File: src/rtl/p405s_icu_fill_drain_if.sv
// ICU line-fill handshake bundle: fill control, PLB read beats, array write port.
// slave = fill/drain unit, master = environment. ICU_FILL_PAR_EN adds arrWrPar.
interface p405s_icu_fill_drain_if #(
  parameter int DW = 32,
  parameter int AW = 3
);
  logic          fillStart;
  logic [0:AW-1] fillWdAddr;
  logic          fillKill;
  logic          plbRdDAck;
  logic [0:DW-1] plbRdDBus;
  logic          arrWrRdy;
  logic          arrWrVal;
  logic [0:AW-1] arrWrWdAddr;
  logic [0:DW-1] arrWrData;
  logic          critVal;
  logic [0:DW-1] critData;
  logic          fillBusy;
  logic          fillDone;
  logic          fillOvf;
`ifdef ICU_FILL_PAR_EN
  logic [0:DW/8-1] arrWrPar;
`endif

  modport slave (
    input  fillStart, fillWdAddr, fillKill,
    input  plbRdDAck, plbRdDBus, arrWrRdy,
    output arrWrVal, arrWrWdAddr, arrWrData,
`ifdef ICU_FILL_PAR_EN
    output arrWrPar,
`endif
    output critVal, critData,
    output fillBusy, fillDone, fillOvf
  );

  modport master (
    output fillStart, fillWdAddr, fillKill,
    output plbRdDAck, plbRdDBus, arrWrRdy,
    input  arrWrVal, arrWrWdAddr, arrWrData,
`ifdef ICU_FILL_PAR_EN
    input  arrWrPar,
`endif
    input  critVal, critData,
    input  fillBusy, fillDone, fillOvf
  );
endinterface

File: src/rtl/p405s_icu_fill_drain.sv
// ICU line-fill consumer: captures PLB beats into a WORDS-deep line buffer,
// forwards the critical word, drains words to the array write port (val/rdy).
// Ports: CB, RST_N (async low), bus (slave modport of p405s_icu_fill_drain_if).
// Option: define ICU_FILL_PAR_EN for per-byte even parity on arrWrPar.
module p405s_icu_fill_drain #(
  parameter int DW    = 32,
  parameter int WORDS = 8,
  parameter int AW    = 3
) (
  input  logic                     CB,
  input  logic                     RST_N,
  p405s_icu_fill_drain_if.slave    bus
);

  typedef enum logic [1:0] {
    IDLE,
    FILL,
    DRAIN
  } state_t;

  state_t        st;
  logic [AW:0]   bcnt;
  logic [AW:0]   dcnt;
  logic [AW-1:0] base;
  logic [DW-1:0] mem [WORDS];

  logic          acc;
  logic          xfer;
  logic          start;
  logic          ovf_set;
  logic          last_beat;
  logic          last_drn;
  logic [AW:0]   bcnt_n;
  logic [AW:0]   dcnt_n;
  logic [AW-1:0] cap_idx;
  logic [AW-1:0] drn_idx;
  logic [DW-1:0] wr_data_n;

`ifdef ICU_FILL_PAR_EN
  logic [DW/8-1:0] pmem [WORDS];
  logic [DW/8-1:0] cap_par;
  logic [DW/8-1:0] wr_par_n;

  function automatic logic [DW/8-1:0] byte_par(
    input logic [DW-1:0] w
  );
    logic [DW/8-1:0] p;
    for (int i = 0; i < DW/8; i++)
      p[i] = ^w[8*i +: 8];
    return p;
  endfunction
`endif

  always_comb begin
    acc     = (st == FILL) & bus.plbRdDAck
            & ~bus.fillKill;
    xfer    = bus.arrWrVal & bus.arrWrRdy;
    start   = (st == IDLE) & bus.fillStart
            & ~bus.fillKill;
    ovf_set = bus.plbRdDAck & (st != FILL);
    bcnt_n  = bcnt + {{AW{1'b0}}, acc};
    dcnt_n  = dcnt + {{AW{1'b0}}, xfer};
    cap_idx = base + bcnt[AW-1:0];
    drn_idx = base + dcnt_n[AW-1:0];
    last_beat = acc
      & (bcnt == (AW+1)'(WORDS-1));
    last_drn  = xfer
      & (dcnt == (AW+1)'(WORDS-1));
    // Head of drain queue may be the beat
    // being captured right now.
    if (acc && cap_idx == drn_idx)
      wr_data_n = bus.plbRdDBus;
    else
      wr_data_n = mem[drn_idx];
`ifdef ICU_FILL_PAR_EN
    cap_par = byte_par(bus.plbRdDBus);
    if (acc && cap_idx == drn_idx)
      wr_par_n = cap_par;
    else
      wr_par_n = pmem[drn_idx];
`endif
  end

  always_ff @(posedge CB) begin
    if (acc) begin
      mem[cap_idx] <= bus.plbRdDBus;
`ifdef ICU_FILL_PAR_EN
      pmem[cap_idx] <= cap_par;
`endif
    end
  end

  always_ff @(posedge CB or negedge RST_N) begin
    if (!RST_N) begin
      st              <= IDLE;
      bcnt            <= '0;
      dcnt            <= '0;
      base            <= '0;
      bus.arrWrVal    <= 1'b0;
      bus.arrWrWdAddr <= '0;
      bus.arrWrData   <= '0;
`ifdef ICU_FILL_PAR_EN
      bus.arrWrPar    <= '0;
`endif
      bus.critVal     <= 1'b0;
      bus.critData    <= '0;
      bus.fillBusy    <= 1'b0;
      bus.fillDone    <= 1'b0;
      bus.fillOvf     <= 1'b0;
    end else begin
      bus.critVal  <= 1'b0;
      bus.fillDone <= 1'b0;
      if (bus.fillKill) begin
        st           <= IDLE;
        bcnt         <= '0;
        dcnt         <= '0;
        bus.arrWrVal <= 1'b0;
        bus.fillBusy <= 1'b0;
      end else begin
        bcnt            <= bcnt_n;
        dcnt            <= dcnt_n;
        bus.arrWrVal    <= (bcnt_n != dcnt_n);
        bus.arrWrWdAddr <= drn_idx;
        bus.arrWrData   <= wr_data_n;
`ifdef ICU_FILL_PAR_EN
        bus.arrWrPar    <= wr_par_n;
`endif
        if (acc && bcnt == '0) begin
          bus.critVal  <= 1'b1;
          bus.critData <= bus.plbRdDBus;
        end
        unique case (st)
          IDLE: begin
            if (start) begin
              st           <= FILL;
              base         <= bus.fillWdAddr;
              bcnt         <= '0;
              dcnt         <= '0;
              bus.fillBusy <= 1'b1;
            end
          end
          FILL: begin
            if (last_beat && last_drn) begin
              st           <= IDLE;
              bus.fillBusy <= 1'b0;
              bus.fillDone <= 1'b1;
            end else if (last_beat) begin
              st <= DRAIN;
            end
          end
          DRAIN: begin
            if (last_drn) begin
              st           <= IDLE;
              bus.fillBusy <= 1'b0;
              bus.fillDone <= 1'b1;
            end
          end
          default: st <= IDLE;
        endcase
      end
      // A dropped beat wins over the clear
      // from a same-cycle fillStart.
      if (ovf_set)
        bus.fillOvf <= 1'b1;
      else if (start)
        bus.fillOvf <= 1'b0;
    end
  end

endmodule
File: src/flat_wrapper.sv
// flat-port wrapper written by rule: the top's interface ports become plain ports
module p405s_icu_fill_drain_flat 
#(
  parameter int DW    = 32,
  parameter int WORDS = 8,
  parameter int AW    = 3
)
  (CB, RST_N, bus_fillStart, bus_fillWdAddr, bus_fillKill, bus_plbRdDAck, bus_plbRdDBus, bus_arrWrRdy, bus_arrWrVal, bus_arrWrWdAddr, bus_arrWrData, bus_critVal, bus_critData, bus_fillBusy, bus_fillDone, bus_fillOvf);
  p405s_icu_fill_drain_if #(.DW(DW), .AW(AW)) bus_i ();
  input  logic CB;
  input  logic RST_N;
  input wire logic [$bits(bus_i.fillStart)-1:0] bus_fillStart;
  input wire logic [$bits(bus_i.fillWdAddr)-1:0] bus_fillWdAddr;
  input wire logic [$bits(bus_i.fillKill)-1:0] bus_fillKill;
  input wire logic [$bits(bus_i.plbRdDAck)-1:0] bus_plbRdDAck;
  input wire logic [$bits(bus_i.plbRdDBus)-1:0] bus_plbRdDBus;
  input wire logic [$bits(bus_i.arrWrRdy)-1:0] bus_arrWrRdy;
  output wire logic [$bits(bus_i.arrWrVal)-1:0] bus_arrWrVal;
  output wire logic [$bits(bus_i.arrWrWdAddr)-1:0] bus_arrWrWdAddr;
  output wire logic [$bits(bus_i.arrWrData)-1:0] bus_arrWrData;
  output wire logic [$bits(bus_i.critVal)-1:0] bus_critVal;
  output wire logic [$bits(bus_i.critData)-1:0] bus_critData;
  output wire logic [$bits(bus_i.fillBusy)-1:0] bus_fillBusy;
  output wire logic [$bits(bus_i.fillDone)-1:0] bus_fillDone;
  output wire logic [$bits(bus_i.fillOvf)-1:0] bus_fillOvf;
  assign bus_i.fillStart = bus_fillStart;
  assign bus_i.fillWdAddr = bus_fillWdAddr;
  assign bus_i.fillKill = bus_fillKill;
  assign bus_i.plbRdDAck = bus_plbRdDAck;
  assign bus_i.plbRdDBus = bus_plbRdDBus;
  assign bus_i.arrWrRdy = bus_arrWrRdy;
  assign bus_arrWrVal = bus_i.arrWrVal;
  assign bus_arrWrWdAddr = bus_i.arrWrWdAddr;
  assign bus_arrWrData = bus_i.arrWrData;
  assign bus_critVal = bus_i.critVal;
  assign bus_critData = bus_i.critData;
  assign bus_fillBusy = bus_i.fillBusy;
  assign bus_fillDone = bus_i.fillDone;
  assign bus_fillOvf = bus_i.fillOvf;
  p405s_icu_fill_drain #(.DW(DW), .WORDS(WORDS), .AW(AW)) u_core (.CB(CB), .RST_N(RST_N), .bus(bus_i));
endmodule
File: config.mk
export PLATFORM = sky130hd
export DESIGN_NAME = p405s_icu_fill_drain_flat
export DESIGN_NICKNAME = d
export VERILOG_FILES = /design/src/rtl/p405s_icu_fill_drain_if.sv /design/src/rtl/p405s_icu_fill_drain.sv /design/src/flat_wrapper.sv
export SDC_FILE = /design/constraint.sdc
export NUM_CORES = 1
export LEC_CHECK = 0
export CELL_PAD_IN_SITES_DETAIL_PLACEMENT = 0
export CELL_PAD_IN_SITES_GLOBAL_PLACEMENT = 1
export CORE_AREA = 2 2 216 218
export CTS_BUF_LIST = sky130_fd_sc_hd__clkbuf_8
export DETAILED_ROUTE_END_ITERATION = 10
export DIE_AREA = 0 0 218 220
export GPL_ROUTABILITY_DRIVEN = 1
export GPL_TIMING_DRIVEN = 1
export PLACE_DENSITY_LB_ADDON = 0.1
export SYNTH_ARGS = -nofsm -noshare
export SYNTH_HDL_FRONTEND = slang
export SYNTH_SLANG_ARGS = --single-unit
File: constraint.sdc
create_clock -name CB -period 5.5 [get_ports CB]
set_clock_uncertainty 0.1 [all_clocks]
set_input_delay 1.65 -clock CB [delete_from_list [all_inputs] [get_ports CB]]
set_output_delay 1.65 -clock CB [all_outputs]
set_load 0.02 [all_outputs]
==> summary.json, run 1 <==
{
  "clk_pin_slew_ns": 0.06,
  "cts.path.max_buffers": 3,
  "detailedPlace.worstSlack_ns": 0.268,
  "final-max-slew-violation-count": 0,
  "critical-path-slowest-cell": "sky130_fd_sc_hd__fa_4",
  "synth_xor_area_share_pct": 1.20,
  "stdcell_area_um2": 16700,
  "final_net_count": 912,
  "root_buffer": "sky130_fd_sc_hd__clkbuf_8",
  "gpl.final_weighted_congestion": 0.700,
  "design.die.area_um2": 48000,
  "ant_nets": 0,
  "synthesis.instances": 693,
  "hold_path_class": "register to register",
  "timing_worst_slew_pin_value_ns": 1.08,
  "global_route.overflow_total": 0,
  "mappedNetlistArea_um2": 13500,
  "p_total_mw": 8.65,
  "post_cts_buffers": 0,
  "place.port_buffers": 112,
  "drive_gt1_share_pct": 28.3,
  "rsz0062_at_grt": "no",
  "worst_path_largest_cell_delay_ns": 0.84,
  "fp.coreArea_um2": 45900,
  "die_x_um": 218,
  "detail_route.wirelength_mm": 32.9,
  "largest_fanout_of_any_net_on_the_critical_path": 44,
  "start_util_pct": 29.5,
  "avg_vias_per_cell": 4.59,
  "hold_violations": 0,
  "final_min_period_over_clock_period_pct": 83.7,
  "synth_top_family_by_area": "multiplexers",
  "max_cap_violations": 0,
  "power_per_cell_area_nw_per_um2": 518,
  "drt_pass1_iterations": 5,
  "ctsHtreeMaxLevel": 2,
  "grt_pass1_vias": 7638,
  "irDropWorstVdd_mv": 0.211,
  "endpoint_kind": "register",
  "worst_setup_path_start_kind": "input pin",
  "power_leakage_nw": 5.78,
  "synth-warning-count": 0,
  "detailedRoute.firstIterationViolations": 434,
  "hpwlAfterDp_mm": 18.2,
  "final.fill_count": 4298,
  "cp.arrival_ns": 5.00,
  "post_synth_fa_ha_maj_area_fraction_pct": 1.22,
  "yosys_register_bits": 341,
  "grt_max_degree": 79,
  "final.setup.worst_slack_ns": 0.898,
  "cell_breakdown_of_the_critical_path": "clkdlybuf4s50_1 -> and2_1 -> ha_1 -> ha_4 -> fa_4 -> buf_12 -> mux4_2 -> mux2_2 -> mux2i_1 -> o21ai_1",
  "synth_flop_cell": "sky130_fd_sc_hd__edfxtp_1",
  "synth_edf_count": 256,
  "placed_area_um2": 15500,
  "clock_insertion_delay_worst_skew_ns": 0.65,
  "rows": 79,
  "clock-sinks": 341,
  "worst-endpoint-required_ns": 5.90,
  "relSlewSlack_pct": 26.8,
  "area.sequential_um2": 9810,
  "synth_simple_gate_area_share_pct": 2.70,
  "synth_nets": 746,
  "ctsResizeCount": 0,
  "grtUsageTotal_pct": 14.1,
  "insertedDiodeCount": 0,
  "flow.area_growth_from_synthesis_pct": 23.5,
  "multiInputGateArea_um2": 3560,
  "routed-via-count": 6959,
  "path_delay_family": "adder cells",
  "critPathKind": "input pin to register",
  "final_total_negative_setup_slack_ns": 0,
  "synth.lib_cells_used.distinct": 45,
  "postSynthAreaPerCell_um2": 19.5,
  "whs_ns": 0.388,
  "floorplan.die.height_um": 220,
  "min_period_ns": 4.60,
  "numCtsBuffers": 60,
  "tritoncts_clock_tree": "yes",
  "ios": 113,
  "worstPathBufferInverterCount": 2,
  "timing.fmax_ghz": 0.217,
  "synth-async-reset-ratio_pct": 24.9,
  "r2r_slack_ns": 1.92,
  "wire_per_inst_um": 21.7,
  "yosysSeqAreaShare_pct": 72.6,
  "grt_pass1_wl_mm": 49.0,
  "yosys-mux-area-fraction_pct": 18.9,
  "outcome": "finished, final reports clean",
  "postCtsHoldBufs": 0,
  "total_setup_violations_reported_at_the_end_of_the_flow": 0,
  "synth_compound_area_share_pct": 1.77,
  "antenna_found_initial": 0,
  "drc": 0
}
-- cell usage after synthesis (3+ instances only) --
library cell	count	area [µm²]
sky130_fd_sc_hd__nor3_1	4	20.0
sky130_fd_sc_hd__xnor2_1	9	78.8
sky130_fd_sc_hd__o21ai_0	5	25.0
sky130_fd_sc_hd__clkbuf_1	12	45.0
sky130_fd_sc_hd__dfrtp_1	85	2130
sky130_fd_sc_hd__buf_1	7	26.3
sky130_fd_sc_hd__mux4_2	64	1440
sky130_fd_sc_hd__nor2_1	7	26.3
sky130_fd_sc_hd__xor2_1	5	43.8
sky130_fd_sc_hd__buf_2	9	45.0
sky130_fd_sc_hd__o21ai_1	30	150
sky130_fd_sc_hd__and2_1	5	31.3
sky130_fd_sc_hd__ha_1	10	125
sky130_fd_sc_hd__nand3_1	3	15.0
sky130_fd_sc_hd__mux2_2	70	788
sky130_fd_sc_hd__edfxtp_1	256	7690
sky130_fd_sc_hd__inv_1	10	37.5
sky130_fd_sc_hd__mux2i_1	32	320
sky130_fd_sc_hd__nand2_1	38	143
sky130_fd_sc_hd__buf_6	3	33.8
-- sequential cells by signal (all words and copies together), names as in the netlist --
name	count
u_core.mem	256
u_core.bus.arrWrData	32
u_core.bus.critData	32
u_core.bcnt	4
u_core.dcnt	4
u_core.base	3
u_core.bus.arrWrWdAddr	3
u_core.st	2
u_core.bus.arrWrVal	1
u_core.bus.critVal	1
u_core.bus.fillBusy	1
u_core.bus.fillDone	1
u_core.bus.fillOvf	1
-- cells by family (layout without fill, tap and decap cells) --
kind of cell / count (synthesis) / count (layout)
AND/OR/NAND/NOR: 72 / 72
adder cells (fa/ha/maj): 12 / 12
flip-flops: 341 / 341
XOR/XNOR: 16 / 16
multiplexers: 166 / 166
buffers and inverters: 43 / 259
AO/OA/AOI/OAI: 43 / 43
-- worst min-delay path: stages, from the launching register on --
cell                      delay, ns
sky130_fd_sc_hd__dfrtp_1       0.34
sky130_fd_sc_hd__nand2_1       0.05
sky130_fd_sc_hd__o21ai_0       0.06
-- final timing paths --
path	from	end	cells past startpoint
setup reg to reg	u_core.bus.arrWrVal	u_core.bus.arrWrData[3]	9
hold reg to reg	u_core.bus.arrWrData[24]	u_core.bus.arrWrData[24]	2
hold / removal	u_core.bus.arrWrData[24]	u_core.bus.arrWrData[24]	2
max in group asynchronous	RST_N	u_core.bus.critData[9]	2
min in group asynchronous	RST_N	u_core.bus.arrWrData[23]	1
setup / recovery	bus_arrWrRdy	u_core.bus.arrWrData[3]	10
-- cell type report --
cell class              count  share of cell area [%]
multi-input cells         309                    21.3
clock inverters            46                    1.50
well taps                 607                    4.55
clock buffers              66                    5.45
flip-flops and latches    341                    58.8
repair buffers            137                    8.12
inverters                  10                   0.225
-- metrics by stage --
stage | utilization [%] | std cells
2_1_floorplan | - | 693
3_3_place_gp | 33.8 | 1404
3_5_place_dp | 33.8 | 1404
4_1_cts | 36.4 | 1516
5_1_grt | 36.4 | 1516
6_report | 36.4 | 1516
-- power by group --
group	internal (mW)	total, mW	switching (mW)
clock	1.20	2.25	1.05
combinational	1.62	3.09	1.48
sequential	3.12	3.31	0.190
-- placed cells by master, fill, tap and decap left out, types with 2 or more instances in the layout --
cell type and n:
sky130_fd_sc_hd__and2_1 5, sky130_fd_sc_hd__buf_12 4, sky130_fd_sc_hd__buf_4 23, sky130_fd_sc_hd__bufinv_16 2, sky130_fd_sc_hd__clkbuf_8 66, sky130_fd_sc_hd__clkdlybuf4s50_1 110, sky130_fd_sc_hd__clkinv_1 11, sky130_fd_sc_hd__clkinv_2 7
sky130_fd_sc_hd__dfrtp_1 85, sky130_fd_sc_hd__edfxtp_1 256, sky130_fd_sc_hd__ha_1 9, sky130_fd_sc_hd__inv_1 33, sky130_fd_sc_hd__mux2_2 70, sky130_fd_sc_hd__mux2i_1 32, sky130_fd_sc_hd__mux4_2 64, sky130_fd_sc_hd__nand2_1 38
sky130_fd_sc_hd__nand2b_1 2, sky130_fd_sc_hd__nand3_1 3, sky130_fd_sc_hd__nor2_1 5, sky130_fd_sc_hd__nor2_4 2, sky130_fd_sc_hd__nor3_2 4, sky130_fd_sc_hd__nor3b_1 2, sky130_fd_sc_hd__nor4_2 2, sky130_fd_sc_hd__o21ai_0 5
sky130_fd_sc_hd__o21ai_1 30, sky130_fd_sc_hd__xnor2_1 8, sky130_fd_sc_hd__xnor2_2 2, sky130_fd_sc_hd__xor2_1 5
-- per-layer routing --
metal | share of wire [%] | track usage, % | vias to the layer above | wire [µm]
met1 | 45 | 18.5 | 3645 | 14600
met5 | 0 | 0 | - | 0
met2 | 48 | 23.2 | 174 | 15800
met3 | 4.7 | 2.64 | 65 | 1530
li1 | - | - | 3075 | -
met4 | 2.6 | 5.28 | 0 | 853
(Power assumes the default switching activity.)
==> run 2, diff against run 1 <==
clock period = 4.4 ns   (was 5.5 ns; I/O delays follow)
==> summary.json, run 2 (synthesis results as in run 1) <==
{
  "outcome": {"value": "finished, final reports clean", "change": "unchanged"},
  "ctsResizeCount": {"value": 0, "change": "unchanged"},
  "tritoncts_clock_tree": {"value": "yes", "change": "unchanged"},
  "final_min_period_over_clock_period_pct": 96.2,
  "antenna_found_initial": {"value": 0, "change": "unchanged"},
  "power_leakage": {"value": 5.92, "unit": "nW", "change": "was 5.78 nW"},
  "registers.top_by_ff_count": {"value": "u_core.mem", "change": "unchanged"},
  "final-max-slew-violation-count": {"value": 0, "change": "unchanged"},
  "floorplan.die.height": {"value": 220, "unit": "µm", "change": "unchanged"},
  "worst_setup_path_start_kind": {"value": "input pin", "change": "unchanged"},
  "cp.arrival": {"value": 4.62, "unit": "ns", "change": "was 5.00 ns"},
  "irDropWorstVdd": {"value": 0.294, "unit": "mV", "change": "was 0.211 mV"},
  "dpl.cell_count": {"value": 1422, "change": "was 1,404"},
  "power_per_cell_area": {"value": 658, "unit": "nW/µm²", "change": "was 518 nW/µm²"},
  "ant_nets": {"value": 0, "change": "unchanged"},
  "global_route.overflow_total": {"value": 0, "change": "unchanged"},
  "rows": {"value": 79, "change": "unchanged"},
  "layout.cells.most_common_list": {"value": "sky130_fd_sc_hd__edfxtp_1, sky130_fd_sc_hd__clkdlybuf4s50_1, sky130_fd_sc_hd__dfrtp_1", "change": "unchanged"},
  "relSlewSlack": {"value": 25.7, "unit": "%", "change": "was 26.8%"},
  "clock_insertion_delay_worst_skew": {"value": 0.65, "unit": "ns", "change": "about the same"},
  "numCtsBuffers": {"value": 58, "change": "was 60"},
  "p_total": {"value": 11.2, "unit": "mW", "change": "was 8.65 mW"},
  "worstPathBufferInverterCount": {"value": 3, "change": "was 2"},
  "total_setup_violations_reported_at_the_end_of_the_flow": {"value": 0, "change": "unchanged"},
  "drive_gt1_share": {"value": 30.2, "unit": "%", "change": "was 28.3%"},
  "clock-sinks": {"value": 341, "change": "unchanged"},
  "max_cap_violations": {"value": 0, "change": "unchanged"},
  "part_of_the_power_in_combinational_logic": {"value": 36.3, "unit": "%", "change": "was 35.8%"},
  "crit-reg2reg-capture": {"value": "u_core.bus.arrWrData[2]", "change": "was u_core.bus.arrWrData[3]"},
  "cts.path.max_buffers": {"value": 3, "change": "unchanged"},
  "final_net_count": {"value": 928, "change": "was 912"},
  "min_period_ns": 4.23,
  "critical-path-slowest-cell": {"value": "sky130_fd_sc_hd__fa_4", "change": "unchanged"},
  "place.port_buffers": {"value": 112, "change": "unchanged"},
  "net-switching-power": {"value": 3.44, "unit": "mW", "change": "was 2.72 mW"},
  "ios": {"value": 113, "change": "unchanged"},
  "hold_path_class": {"value": "register to register", "change": "unchanged"},
  "ctsHtreeMaxLevel": {"value": 2, "change": "unchanged"},
  "fp.coreArea": {"value": 45900, "unit": "µm²", "change": "unchanged"},
  "die_x": {"value": 218, "unit": "µm", "change": "unchanged"},
  "finish.cell_count_without_fillers": {"value": 1533, "change": "was 1,516"},
  "final_total_negative_setup_slack": {"value": 0, "unit": "ns", "change": "unchanged"},
  "detail_route.wirelength": {"value": 32.7, "unit": "mm", "change": "was 32.9 mm"},
  "root_buffer": {"value": "sky130_fd_sc_hd__clkbuf_8", "change": "unchanged"},
  "final.fill_count": {"value": 4249, "change": "was 4,298"},
  "timing_worst_slew_pin_value": {"value": 1.10, "unit": "ns", "change": "was 1.08 ns"},
  "reg.largest.list": {"value": "u_core.mem (256), u_core.bus.arrWrData (32), u_core.bus.critData (32)", "change": "unchanged"},
  "critPathKind": {"value": "input pin to register", "change": "unchanged"},
  "most_common_cell_after_layout_fill_and_taps_aside": {"value": "sky130_fd_sc_hd__edfxtp_1", "change": "unchanged"},
  "detailedPlace.worstSlack": {"value": -0.529, "unit": "ns", "change": "was 0.268 ns"},
  "swShare": {"value": 30.8, "unit": "%", "change": "was 31.4%"},
  "hold_violations": {"value": 0, "change": "unchanged"},
  "largest_fanout_of_any_net_on_the_critical_path": {"value": 7, "change": "was 44"},
  "whs": {"value": 0.386, "unit": "ns", "change": "was 0.388 ns"},
  "cell_breakdown_of_the_critical_path": {"value": "clkdlybuf4s50_1 -> and2_1 -> ha_1 -> ha_4 -> fa_4 -> xnor2_1 -> nor4_4 -> buf_4 -> buf_12 -> mux2i_1 -> o21ai_1", "change": "was clkdlybuf4s50_1 -> and2_1 -> ha_1 -> ha_4 -> fa_4 -> buf_12 -> mux4_2 -> mux2_2 -> mux2i_1 -> o21ai_1"},
  "grt_max_degree": {"value": 79, "change": "unchanged"},
  "power.clock.fraction": {"value": 26.8, "unit": "%", "change": "was 26.0%"},
  "design.die.area": {"value": 48000, "unit": "µm²", "change": "unchanged"},
  "avg_vias_per_cell": {"value": 4.55, "change": "was 4.59"},
  "post_cts_buffers": {"value": 0, "change": "unchanged"},
  "routed-via-count": {"value": 6971, "change": "was 6,959"},
  "drt_pass1_iterations": {"value": 4, "change": "was 5"},
  "start_util": {"value": 29.5, "unit": "%", "change": "unchanged"},
  "grt_pass1_wl": {"value": 49.5, "unit": "mm", "change": "was 49.0 mm"},
  "postCtsHoldBufs": {"value": 0, "change": "unchanged"},
  "rr_startpoint": {"value": "u_core.bus.arrWrVal", "change": "unchanged"},
  "worst-path-stages": {"value": 11, "change": "was 10"},
  "launching_element_of_the_worst_setup_path": {"value": "bus_arrWrRdy", "change": "unchanged"},
  "seq_power_share": {"value": 37.0, "unit": "%", "change": "was 38.2%"},
  "grt_pass1_vias": {"value": 7908, "change": "was 7,638"},
  "gpl.final_weighted_congestion": {"value": 0.702, "change": "was 0.700"},
  "grtUsageTotal": {"value": 14.1, "unit": "%", "change": "about the same"},
  "endpoint_kind": {"value": "register", "change": "unchanged"},
  "drc": {"value": 0, "change": "unchanged"},
  "design_internal_power": {"value": 7.76, "unit": "mW", "change": "was 5.93 mW"},
  "worst-endpoint-required": {"value": 4.79, "unit": "ns", "change": "was 5.90 ns"},
  "worst-r2r-cell-count": {"value": 10, "change": "was 9"},
  "timing.fmax_ghz": 0.236,
  "detailedRoute.firstIterationViolations": {"value": 414, "change": "was 434"},
  "final.setup.worst_slack": {"value": 0.167, "unit": "ns", "change": "was 0.898 ns"},
  "hpwlAfterDp": {"value": 19.6, "unit": "mm", "change": "was 18.2 mm"},
  "worst_setup_path_endpoint": {"value": "u_core.bus.arrWrData[2]", "change": "was u_core.bus.arrWrData[3]"},
  "path_delay_family": {"value": "adder cells", "change": "unchanged"},
  "clk_pin_slew": {"value": 0.06, "unit": "ns", "change": "about the same"},
  "largest_register_ffs": {"value": 256, "change": "unchanged"},
  "wire_per_inst": {"value": 21.4, "unit": "µm", "change": "was 21.7 µm"},
  "rsz0062_at_grt": {"value": "no", "change": "unchanged"},
  "worst_path_largest_cell_delay": {"value": 0.87, "unit": "ns", "change": "was 0.84 ns"},
  "flow.area_growth_from_synthesis": {"value": 26.0, "unit": "%", "change": "was 23.5%"},
  "r2r_slack": {"value": 0.88, "unit": "ns", "change": "was 1.92 ns"}
}
==> run 2: cell types whose count changed in the layout (fill, tap and decap cells not counted), moves of 3 or more <==
| cell | previous run | this run |
|---|---|---|
| sky130_fd_sc_hd__buf_4 | 23 | 34 |
| sky130_fd_sc_hd__buf_12 | 4 | 11 |
| sky130_fd_sc_hd__clkinv_1 | 11 | 15 |
| sky130_fd_sc_hd__inv_1 | 33 | 23 |
| sky130_fd_sc_hd__clkbuf_8 | 66 | 72 |
| sky130_fd_sc_hd__clkinv_2 | 7 | 4 |
==> run 2: worst min path at each step <==
| stage | startpoint | to | slack, ns | cells after the start |
|---|---|---|---|---|
| floorplan | u_core.st[1] | u_core.st[1] | 0.37 | 2 |
| global placement | u_core.bus.arrWrData[30] | u_core.bus.arrWrData[30] | 0.37 | 2 |
| detailed placement | u_core.bus.arrWrData[6] | u_core.bus.arrWrData[6] | 0.38 | 2 |
| CTS | u_core.bus.arrWrData[6] | u_core.bus.arrWrData[6] | 0.39 | 2 |
| global route | u_core.bus.critData[9] | u_core.bus.critData[9] | 0.41 | 1 |
| finish | u_core.bus.arrWrData[6] | u_core.bus.arrWrData[6] | 0.39 | 2 |
==> run 2: area by class of cell <==
type | instances | area, µm² | share of cell area, %
Sequential cell | 341 | 9810 | 57.7
Antenna cell | 1 | 2.50 | 0.0147
Multi-Input combinational cell | 309 | 3570 | 21.0
Timing Repair Buffer | 155 | 1580 | 9.26
Tap cell | 607 | 759 | 4.46
Inverter | 10 | 37.5 | 0.221
Clock inverter | 38 | 264 | 1.55
Clock buffer | 72 | 991 | 5.82
==> run 2: per-stage QoR <==
stage          instance area (µm²)  util (%)
2_1_floorplan                13500         -
3_3_place_gp                 15800      34.4
3_5_place_dp                 15800      34.4
4_1_cts                      17000      37.1
5_1_grt                      17000      37.1
6_report                     17000      37.1
==> run 2: per-layer routing <==
metal	part of all wire, %	up-vias	GRT usage, %	routed length [µm]
met2	49	153	23.8	16000
met5	0	-	0	0
met1	45	3642	18.1	14600
li1	-	3118	-	-
met4	2.3	0	5.28	756
met3	4.0	58	2.69	1320
==> run 2: worst register-to-register path: cells and delay by family (launching register included) <==
family	cells	cell delay [ns]
DFF	1	0.41
xor gates and xnor gates	1	0.13
and+or+nand+nor	2	0.51
AOI/OAI and AO/OA	1	0.09
adders and majority gates	3	1.38
buffers and inverters	2	0.40
muxes	1	0.36
==> run 2: power by group through the flow <==
stage	registers (mW)	logic, mW	clock network (mW)
after floorplan	4.54	2.15	0
after global placement	4.20	4.11	0
after detailed placement	4.21	4.14	0
after CTS	4.15	4.16	3.12
after global routing	4.19	4.37	3.25
final	4.14	4.06	3.00
==> run 3, diff against run 2 <==
CORE_AREA = 2 2 187 189   (was 2 2 216 218)
DIE_AREA = 0 0 189 191   (was 0 0 218 220)
SLEW_MARGIN = 25   (was default)
==> summary.json, run 3 (synthesis results as in run 1) <==
{
  "outcome": {"value": "finished, final reports clean", "change": "unchanged"},
  "post_cts_buffers": {"value": 0, "change": "unchanged"},
  "start_util": {"value": 39.6, "unit": "%", "change": "was 29.5%"},
  "max_cap_violations": {"value": 0, "change": "unchanged"},
  "grtUsageTotal": {"value": 16.9, "unit": "%", "change": "was 14.1%"},
  "clock_insertion_delay_worst_skew": {"value": 0.59, "unit": "ns", "change": "was 0.65 ns"},
  "grt_pass1_wl": {"value": 46.1, "unit": "mm", "change": "was 49.5 mm"},
  "drc": {"value": 0, "change": "unchanged"},
  "rows": {"value": 68, "change": "was 79"},
  "whs": {"value": 0.387, "unit": "ns", "change": "was 0.386 ns"},
  "registers.top_by_ff_count": {"value": "u_core.mem", "change": "unchanged"},
  "endpoint_kind": {"value": "register", "change": "unchanged"},
  "irDropWorstVdd": {"value": 0.346, "unit": "mV", "change": "was 0.294 mV"},
  "placed_area": {"value": 15700, "unit": "µm²", "change": "was 15,800 µm²"},
  "rsz0062_at_grt": {"value": "no", "change": "unchanged"},
  "power_per_cell_area": {"value": 650, "unit": "nW/µm²", "change": "was 658 nW/µm²"},
  "wire_per_inst": {"value": 21.1, "unit": "µm", "change": "was 21.4 µm"},
  "total_setup_violations_reported_at_the_end_of_the_flow": {"value": 0, "change": "unchanged"},
  "worst-endpoint-required": {"value": 4.72, "unit": "ns", "change": "was 4.79 ns"},
  "insertedDiodeCount": {"value": 0, "change": "was 1"},
  "root_buffer": {"value": "sky130_fd_sc_hd__clkbuf_8", "change": "unchanged"},
  "clk_pin_slew": {"value": 0.06, "unit": "ns", "change": "about the same"},
  "ctsHtreeMaxLevel": {"value": 2, "change": "unchanged"},
  "final_net_count": {"value": 929, "change": "was 928"},
  "cp.arrival": {"value": 4.41, "unit": "ns", "change": "was 4.62 ns"},
  "detailedRoute.firstIterationViolations": {"value": 410, "change": "was 414"},
  "hold_path_class": {"value": "register to register", "change": "unchanged"},
  "gpl.final_weighted_congestion": {"value": 0.689, "change": "was 0.702"},
  "min_period": {"value": 4.08, "unit": "ns", "change": "was 4.23 ns"},
  "ios": {"value": 113, "change": "unchanged"},
  "ctsResizeCount": {"value": 0, "change": "unchanged"},
  "layout.cells.most_common_list": {"value": "sky130_fd_sc_hd__edfxtp_1, sky130_fd_sc_hd__clkdlybuf4s50_1, sky130_fd_sc_hd__dfrtp_1", "change": "unchanged"},
  "global_route.overflow_total": {"value": 0, "change": "unchanged"},
  "finish.cell_count_without_fillers": {"value": 1378, "change": "was 1,533"},
  "place.port_buffers": {"value": 112, "change": "unchanged"},
  "final.fill_count": {"value": 2847, "change": "was 4,249"},
  "hold_violations": {"value": 0, "change": "unchanged"},
  "grt_max_degree": {"value": 69, "change": "was 79"},
  "reg.largest.list": {"value": "u_core.mem (256), u_core.bus.arrWrData (32), u_core.bus.critData (32)", "change": "unchanged"},
  "drive_gt1_share": {"value": 30.9, "unit": "%", "change": "was 30.2%"},
  "power_leakage": {"value": 5.90, "unit": "nW", "change": "was 5.92 nW"},
  "avg_vias_per_cell": {"value": 5.02, "change": "was 4.55"},
  "grt_pass1_vias": {"value": 7729, "change": "was 7,908"},
  "postCtsHoldBufs": {"value": 0, "change": "unchanged"},
  "die_x": {"value": 189, "unit": "µm", "change": "was 218 µm"},
  "detail_route.wirelength": {"value": 29.1, "unit": "mm", "change": "was 32.7 mm"},
  "cts.path.max_buffers": {"value": 3, "change": "unchanged"},
  "drt_pass1_iterations": {"value": 5, "change": "was 4"},
  "antenna_found_initial": {"value": 0, "change": "unchanged"},
  "relSlewSlack": {"value": 52.3, "unit": "%", "change": "was 25.7%"},
  "routed-via-count": {"value": 6913, "change": "was 6,971"},
  "detailedPlace.worstSlack": {"value": -0.291, "unit": "ns", "change": "was -0.529 ns"},
  "ant_nets": {"value": 0, "change": "unchanged"},
  "final_min_period_over_clock_period": {"value": 92.8, "unit": "%", "change": "was 96.2%"},
  "final_total_negative_setup_slack": {"value": 0, "unit": "ns", "change": "unchanged"},
  "timing_worst_slew_pin_value": {"value": 0.705, "unit": "ns", "change": "was 1.10 ns"},
  "dpl.cell_count": {"value": 1274, "change": "was 1,422"},
  "floorplan.die.height": {"value": 191, "unit": "µm", "change": "was 220 µm"},
  "critPathKind": {"value": "input pin to register", "change": "unchanged"},
  "worst_setup_path_start_kind": {"value": "input pin", "change": "unchanged"},
  "tritoncts_clock_tree": {"value": "yes", "change": "unchanged"},
  "numCtsBuffers": {"value": 55, "change": "was 58"},
  "largest_fanout_of_any_net_on_the_critical_path": {"value": 7, "change": "unchanged"},
  "most_common_cell_after_layout_fill_and_taps_aside": {"value": "sky130_fd_sc_hd__edfxtp_1", "change": "unchanged"},
  "hpwlAfterDp": {"value": 17.7, "unit": "mm", "change": "was 19.6 mm"},
  "flow.area_growth_from_synthesis": {"value": 24.3, "unit": "%", "change": "was 26.0%"},
  "clock-sinks": {"value": 341, "change": "unchanged"},
  "design.die.area": {"value": 36100, "unit": "µm²", "change": "was 48,000 µm²"},
  "timing.fmax": {"value": 0.245, "unit": "GHz", "change": "was 0.236 GHz"},
  "final-max-slew-violation-count": {"value": 0, "change": "unchanged"},
  "fp.coreArea": {"value": 34100, "unit": "µm²", "change": "was 45,900 µm²"},
  "stdcell_area": {"value": 16800, "unit": "µm²", "change": "was 17,000 µm²"},
  "largest_register_ffs": {"value": 256, "change": "unchanged"},
  "final.setup.worst_slack": {"value": 0.317, "unit": "ns", "change": "was 0.167 ns"}
}
## run 3: cell types whose count changed in the layout (fill, tap and decap cells not counted), sizes merged, moves of 3 or more
cell | previous run | this run
clkbuf | 72 | 67
buf | 45 | 49
clkinv | 19 | 25
inv | 24 | 21
bufinv | 4 | 1
## run 3: metal layers
layer	track usage (%)	vias to the layer above	wire (µm)
met4	4.66	0	583
met5	0	-	0
met1	22.9	3585	13000
met3	3.16	48	1400
li1	-	3116	-
met2	28.1	164	14200
## run 3: power by group
group	internal, mW	switching [mW]
Clock	1.44	1.22
Combinational	2.26	1.87
Sequential	3.90	0.230
## run 3: worst max-delay path: stages
cell                              delay, ns
sky130_fd_sc_hd__clkdlybuf4s50_1       0.44
sky130_fd_sc_hd__and2_1                0.16
sky130_fd_sc_hd__ha_1                  0.34
sky130_fd_sc_hd__ha_4                  0.19
sky130_fd_sc_hd__fa_4                  0.86
sky130_fd_sc_hd__xnor2_1               0.12
sky130_fd_sc_hd__nor4_4                0.28
sky130_fd_sc_hd__buf_4                 0.29
sky130_fd_sc_hd__buf_12                0.14
sky130_fd_sc_hd__mux2i_1               0.18
sky130_fd_sc_hd__o21ai_1               0.09
## run 3: metrics by stage
step                total power [mW]  utilization [%]
global placement                8.34             45.9
detailed placement              8.39             45.9
global route                    11.6             49.2
finish                          10.9             49.2
CTS                             11.1             49.2
floorplan                       6.69                -
## run 3: cell type report
cell class,count,area (µm²),share of cell area [%]
clock inverter,37,191,1.14
sequential,341,9810,58.5
inverter,10,37.5,0.224
tap,455,569,3.39
timing repair buffer,159,1690,10.0
clock buffer,67,922,5.49
multi-input combinational,309,3570,21.3
## run 3: final timing paths
check,from,end,slack (ns),cells past startpoint
setup reg to reg,u_core.bus.arrWrVal,u_core.bus.arrWrData[16],1.11,10
hold reg to reg,u_core.bus.arrWrData[7],u_core.bus.arrWrData[7],0.39,2
max in group asynchronous,RST_N,u_core.bus.critData[19],2.77,2
setup / recovery,bus_arrWrRdy,u_core.bus.arrWrData[16],0.32,11
min in group asynchronous,RST_N,u_core.bus.arrWrData[28],0.68,1
hold / removal,u_core.bus.arrWrData[7],u_core.bus.arrWrData[7],0.39,2
